--- src/rtl/data_mem_ctrl.sv ---
// ============================================================================
//  Module   : data_mem_ctrl
//  Purpose  : MEM-stage data memory controller. Byte/halfword/word load and
//             store with fixed LATENCY wait cycles and a Ready pulse.
//  Option   : DMEM_ZERO_LATENCY_EN - aligned accesses commit at acceptance
//  Revision : 1.0 - initial release
// ============================================================================
`default_nettype none

module data_mem_ctrl #(
   parameter int DEPTH_WORDS = 64,
   parameter int LATENCY     = 2
) (
   input  logic        CLK,
   input  logic        Reset,
   input  logic        Req,
   input  logic        WE,
   input  logic [1:0]  Size,
   input  logic        SignExt,
   input  logic [31:0] Addr,
   input  logic [31:0] WriteData,
   output logic [31:0] ReadData,
   output logic        Ready,
   output logic        Busy,
   output logic        AlignErr
);

   localparam int AW = $clog2(DEPTH_WORDS);
   localparam int CW = (LATENCY > 1) ? $clog2(LATENCY) : 1;

   typedef enum logic [1:0] {
      S_IDLE = 2'd0,
      S_WAIT = 2'd1,
      S_DONE = 2'd2
   } state_t;

   state_t        state_q, state_d;
   logic [CW-1:0] cnt_q, cnt_d;
   logic [AW+1:0] addr_q, addr_d;
   logic          we_q, we_d;
   logic [1:0]    size_q, size_d;
   logic          sext_q, sext_d;
   logic [31:0]   wdata_q, wdata_d;
   logic [31:0]   rdata_q, rdata_d;
   logic          ready_q, ready_d;
   logic          busy_q, busy_d;
   logic          alignerr_q, alignerr_d;

   logic [31:0]   mem_q [DEPTH_WORDS] = '{default: 32'h0};

   logic          accept;
   logic          commit;
   logic [AW+1:0] c_addr;
   logic          c_we;
   logic [1:0]    c_size;
   logic          c_sext;
   logic [31:0]   c_wdata;
   logic [AW-1:0] mem_idx;
   logic [31:0]   mem_rword;
   logic          mem_wr;
   logic [3:0]    mem_be;
   logic [31:0]   mem_wdata;

   logic          unused_addr_hi;
   assign unused_addr_hi = ^Addr[31:AW+2];

   function automatic logic misaligned(input logic [1:0] size, input logic [1:0] off);
      case (size)
         2'b00:   return 1'b0;
         2'b01:   return off[0];
         default: return (off != 2'b00);
      endcase
   endfunction

   // Right-justify the addressed byte/half and extend; words pass through.
   function automatic logic [31:0] extract(input logic [31:0] word, input logic [1:0] off,
                                           input logic [1:0] size, input logic sext);
      logic [7:0]  b;
      logic [15:0] h;
      logic [31:0] r;
      b = word[8*off +: 8];
      h = off[1] ? word[31:16] : word[15:0];
      case (size)
         2'b00:   r = {{24{sext & b[7]}}, b};
         2'b01:   r = {{16{sext & h[15]}}, h};
         default: r = word;
      endcase
      return r;
   endfunction

   always_comb begin
      state_d    = state_q;
      cnt_d      = cnt_q;
      addr_d     = addr_q;
      we_d       = we_q;
      size_d     = size_q;
      sext_d     = sext_q;
      wdata_d    = wdata_q;
      rdata_d    = rdata_q;
      ready_d    = 1'b0;
      busy_d     = busy_q;
      alignerr_d = alignerr_q;
      commit     = 1'b0;
      c_addr     = addr_q;
      c_we       = we_q;
      c_size     = size_q;
      c_sext     = sext_q;
      c_wdata    = wdata_q;
      accept     = Req && ((state_q == S_IDLE) || (state_q == S_DONE));

      case (state_q)
         S_WAIT: begin
            if (cnt_q != '0) cnt_d = cnt_q - 1'b1;
            else             commit = 1'b1;
         end
         S_DONE: begin
            state_d    = S_IDLE;
            busy_d     = 1'b0;
            alignerr_d = 1'b0;
            rdata_d    = '0;
         end
         default: ;
      endcase

      // The edge that closes the Ready cycle doubles as the next accept edge.
      if (accept) begin
         addr_d     = Addr[AW+1:0];
         we_d       = WE;
         size_d     = Size;
         sext_d     = SignExt;
         wdata_d    = WriteData;
         busy_d     = 1'b1;
         cnt_d      = CW'(LATENCY - 1);
         alignerr_d = 1'b0;
         rdata_d    = '0;
         if (misaligned(Size, Addr[1:0])) begin
            state_d    = S_DONE;
            ready_d    = 1'b1;
            alignerr_d = 1'b1;
         end else begin
`ifdef DMEM_ZERO_LATENCY_EN
            commit  = 1'b1;
            c_addr  = Addr[AW+1:0];
            c_we    = WE;
            c_size  = Size;
            c_sext  = SignExt;
            c_wdata = WriteData;
`else
            state_d = S_WAIT;
`endif
         end
      end

      if (commit) begin
         state_d = S_DONE;
         ready_d = 1'b1;
      end
   end

   always_comb begin
      mem_idx   = c_addr[AW+1:2];
      mem_rword = mem_q[mem_idx];
      mem_wr    = commit && c_we && !Reset;
      mem_be    = 4'b1111;
      mem_wdata = c_wdata;
      case (c_size)
         2'b00: begin
            mem_be    = 4'b0001 << c_addr[1:0];
            mem_wdata = {4{c_wdata[7:0]}};
         end
         2'b01: begin
            mem_be    = c_addr[1] ? 4'b1100 : 4'b0011;
            mem_wdata = {2{c_wdata[15:0]}};
         end
         default: ;
      endcase
   end

   logic [31:0] load_data;
   assign load_data = extract(mem_rword, c_addr[1:0], c_size, c_sext);

   // Array contents survive reset; only the control path is cleared.
   always_ff @(posedge CLK) begin
      if (mem_wr) begin
         for (int b = 0; b < 4; b++) begin
            if (mem_be[b]) mem_q[mem_idx][8*b +: 8] <= mem_wdata[8*b +: 8];
         end
      end
   end

   always_ff @(posedge CLK) begin
      if (Reset) begin
         state_q    <= S_IDLE;
         cnt_q      <= '0;
         addr_q     <= '0;
         we_q       <= 1'b0;
         size_q     <= 2'b00;
         sext_q     <= 1'b0;
         wdata_q    <= '0;
         rdata_q    <= '0;
         ready_q    <= 1'b0;
         busy_q     <= 1'b0;
         alignerr_q <= 1'b0;
      end else begin
         state_q    <= state_d;
         cnt_q      <= cnt_d;
         addr_q     <= addr_d;
         we_q       <= we_d;
         size_q     <= size_d;
         sext_q     <= sext_d;
         wdata_q    <= wdata_d;
         rdata_q    <= (commit && !c_we) ? load_data : rdata_d;
         ready_q    <= ready_d;
         busy_q     <= busy_d;
         alignerr_q <= alignerr_d;
      end
   end

   assign ReadData = rdata_q;
   assign Ready    = ready_q;
   assign Busy     = busy_q;
   assign AlignErr = alignerr_q;

endmodule

`default_nettype wire

--- config.mk ---
export PLATFORM = sky130hd
export DESIGN_NAME = data_mem_ctrl
export DESIGN_NICKNAME = d
export VERILOG_FILES = /design/src/rtl/data_mem_ctrl.sv
export SDC_FILE = /design/constraint.sdc
export NUM_CORES = 2
export LEC_CHECK = 0
export CAP_MARGIN = 20
export CORE_ASPECT_RATIO = 1.5
export CORE_UTILIZATION = 28
export DETAILED_ROUTE_END_ITERATION = 7
export MAX_ROUTING_LAYER = met4
export PLACE_DENSITY = 0.39
export RECOVER_POWER = 25
export REMOVE_ABC_BUFFERS = 1
export SLEW_MARGIN = 20
export SYNTH_ARGS = -nofsm -noshare
export SYNTH_HDL_FRONTEND = slang
export SYNTH_SLANG_ARGS = --single-unit
export TNS_END_PERCENT = 20
--- constraint.sdc ---
create_clock -name CLK -period 6 [get_ports CLK]
set_clock_uncertainty 0.05 [all_clocks]
set_input_delay 1.8 -clock CLK [delete_from_list [all_inputs] [get_ports CLK]]
set_output_delay 1.8 -clock CLK [all_outputs]
set_load 0.02 [all_outputs]
==> qor.txt <==
Initial antenna violation count: 28
Final Hold Viols: 0
Post-synth top area share: 0.733
Final GP Congestion: 0.883
Post-synth top area cell: edfxtp_1
VDD IR-drop max: 0.204 mV
Setup WS pre-CTS: 1.08 ns
Number of distinct library cells after synthesis: 70
Post-synth ARST share: 0
Total track usage: 0.197
CP max FO: 34
Crit-path max cell delay: 2.00 ns
Avg Cell Area, Syn: 19.9 um^2
Vias in the first global route: 44500
Vias: 43300
Drt first pass iters: 7
Tcrit/Tclk final: 0.847
Mapped Area: 83900 um^2
Placeable Area: 297000 um^2
Yosys Warn Count: 0
WP data arrival: 5.65 ns
Share of cells above drive strength 1: 0.241
Fin. max-slew vios: 492
CTS root buffer: clkbuf_16
Total CTS buffers: 220
Wirelength, routed: 292000 um
Layout net count: 4584
First-pass GRT wire length: 396000 um
Later-pin clock latency in the skew report: 0.91 ns
Violated checks: capacitance limit, slew limit
Clock Path Buffers: 4
Status: complete, but fails checks
P per Cell Area: 333 nW/um^2
IO buf count: 81
Dpl hpwl: 198000 um
Worst rel slew slack: -1.53
Setup Viol. Count Final: 0
Total Die Area: 302000 um^2
CP required: 6.56 ns
Main synth FF type: edfxtp_1
Tmin final: 5.08 ns
DRC Markers: 0
Commonest non-fill, non-tap cells in the layout: 2048 x edfxtp_1, 509 x mux4_2, 324 x nor2_1
Critical path type: flip-flop to flip-flop
Drt via density: 5.00
Setup crit end kind: flip-flop
Mapped Cells: 4226
Worst hold path class: flip-flop to flip-flop
Largest net degree at the start of global routing: 79
Post-CTS setup buffers: 0
Initial Utilization: 0.282
Highest-delay cell along the critical path: clkbuf_1
Final worst slack: 0.916 ns
Post-route ant nets: 0
Gr ovfl total: 0
FP Rows: 245
Seq/Total Area, Yosys: 0.754
CP cell instances: buf_4 > clkbuf_1 > nor2_1 > clkbuf_1 > mux2_2 > buf_4
Max Clock Freq: 197 MHz
Synth area leaders: edfxtp_1 73%, mux4_2 14%, dfxtp_1 2.1%
Routed length per instance: 33.8 um
Synth-to-layout area growth: 16.1%
Die Wd: 449 um
DRT iter0 DRCs: 4224
Reg clk slew, reported paths: 0.06 ns
MaxCap Viol Count: 9
TritonCTS clock tree: done
Worst Max-Slew Pin Slew: 3.79 ns
IO Count: 106
Synthesis-stage register bit count: 2136
Cts hold-fix bufs: 0
Resize count post-CTS: 0
Die Y-Extent: 672 um
RSZ-0062 raised after global routing: false
H-Tree Depth: 4
Leak: 0.0306 uW
Startpoint types: flip-flop
Clk sinks: 2136
Most common cell after layout, fill and taps aside: edfxtp_1
Internal reg-to-reg setup slack: 0.92 ns
Total Power: 32400 uW
EDFF count, synth: 2048
## layout make-up
class | count | area, um^2
Fill cell | 28600 | 200000
Sequential cell | 2136 | 63300
Multi-Input combinational cell | 1824 | 19300
Clock buffer | 276 | 5810
Tap cell | 3952 | 4940
Timing Repair Buffer | 323 | 2810
Clock inverter | 121 | 1150
Antenna cell | 15 | 37.5
Inverter | 8 | 30.0
## cells in the mapped netlist (15+ instances only)
master	number
o21ai_0	49
mux2i_1	156
buf_6	24
mux2_2	36
a211oi_1	26
a221oi_1	16
buf_4	49
a22oi_1	68
o22ai_1	27
nand2_1	249
nor2b_1	18
clkbuf_1	96
nor3_1	41
nand3_1	21
edfxtp_1	2048
nor2_1	328
dfxtp_1	88
buf_1	24
buf_2	62
nand2b_1	15
a21oi_1	116
mux4_2	509
## registers in the layout (all words and copies together), names as in the netlist, named ones only
name	count
c_wdata	32
cnt_q	1
state_q	2
ReadData	32
c_we	1
addr_q	8
AlignErr	1
mem_q	2048
c_size	2
c_sext	1
Busy	1
Ready	1
## logic make-up after synthesis
| group | count (synthesis) | share of synthesized area |
|---|---|---|
| DFF | 2136 | 0.754 |
| AOI/OAI and AO/OA | 398 | 0.0318 |
| and+or+nand+nor | 725 | 0.0365 |
| buffers and inverters | 266 | 0.0176 |
| muxes | 701 | 0.160 |
## power by group
group | leakage [uW] | internal [uW] | switching [uW] | total [uW]
clock | 0.00339 | 7700 | 5990 | 13700
sequential | 0.0206 | 16500 | 102 | 16600
combinational | 0.00658 | 701 | 1480 | 2180
## critical path, delay by kind of cell, from the launching register on
family                 cells  cell delay (ns)
buffers and inverters      4             3.32
flip-flops                 1             0.31
multiplexers               1             0.85
AND/OR/NAND/NOR            1             0.20
## final timing paths
| kind | startpoint | to | depth (start not counted) |
|---|---|---|---|
| worst max register to register | c_size[1]$_SDFFE_PP0P_ | mem_q[52][9]$_DFFE_PP_ | 6 |
| worst min-delay path | c_sext$_SDFFE_PP0P_ | c_sext$_SDFFE_PP0P_ | 2 |
| worst max-delay path | c_size[1]$_SDFFE_PP0P_ | mem_q[52][9]$_DFFE_PP_ | 6 |
| worst min register to register | c_sext$_SDFFE_PP0P_ | c_sext$_SDFFE_PP0P_ | 2 |
## per-layer routing
metal / track usage / vias to the layer above / part of all wire
li1: - / 17900 / -
met1: 0.241 / 23600 / 0.40
met2: 0.332 / 1379 / 0.51
met3: 0.0262 / 429 / 0.050
met4: 0.0714 / 0 / 0.038
met5: - / - / 0
## metrics by stage
step,cell area [um^2],utilization,cells,hold WS [ns],TNS (ns)
2_1_floorplan,82400,-,3968,0.376,-518.42
3_3_place_gp,90400,0.304,8238,0.396,0
5_1_grt,97400,0.327,8648,0.430,0
3_5_place_dp,90400,0.304,8241,0.399,0
6_report,97400,0.327,8655,0.406,0
4_1_cts,97400,0.328,8638,0.408,0
(Power assumes the default switching activity.)
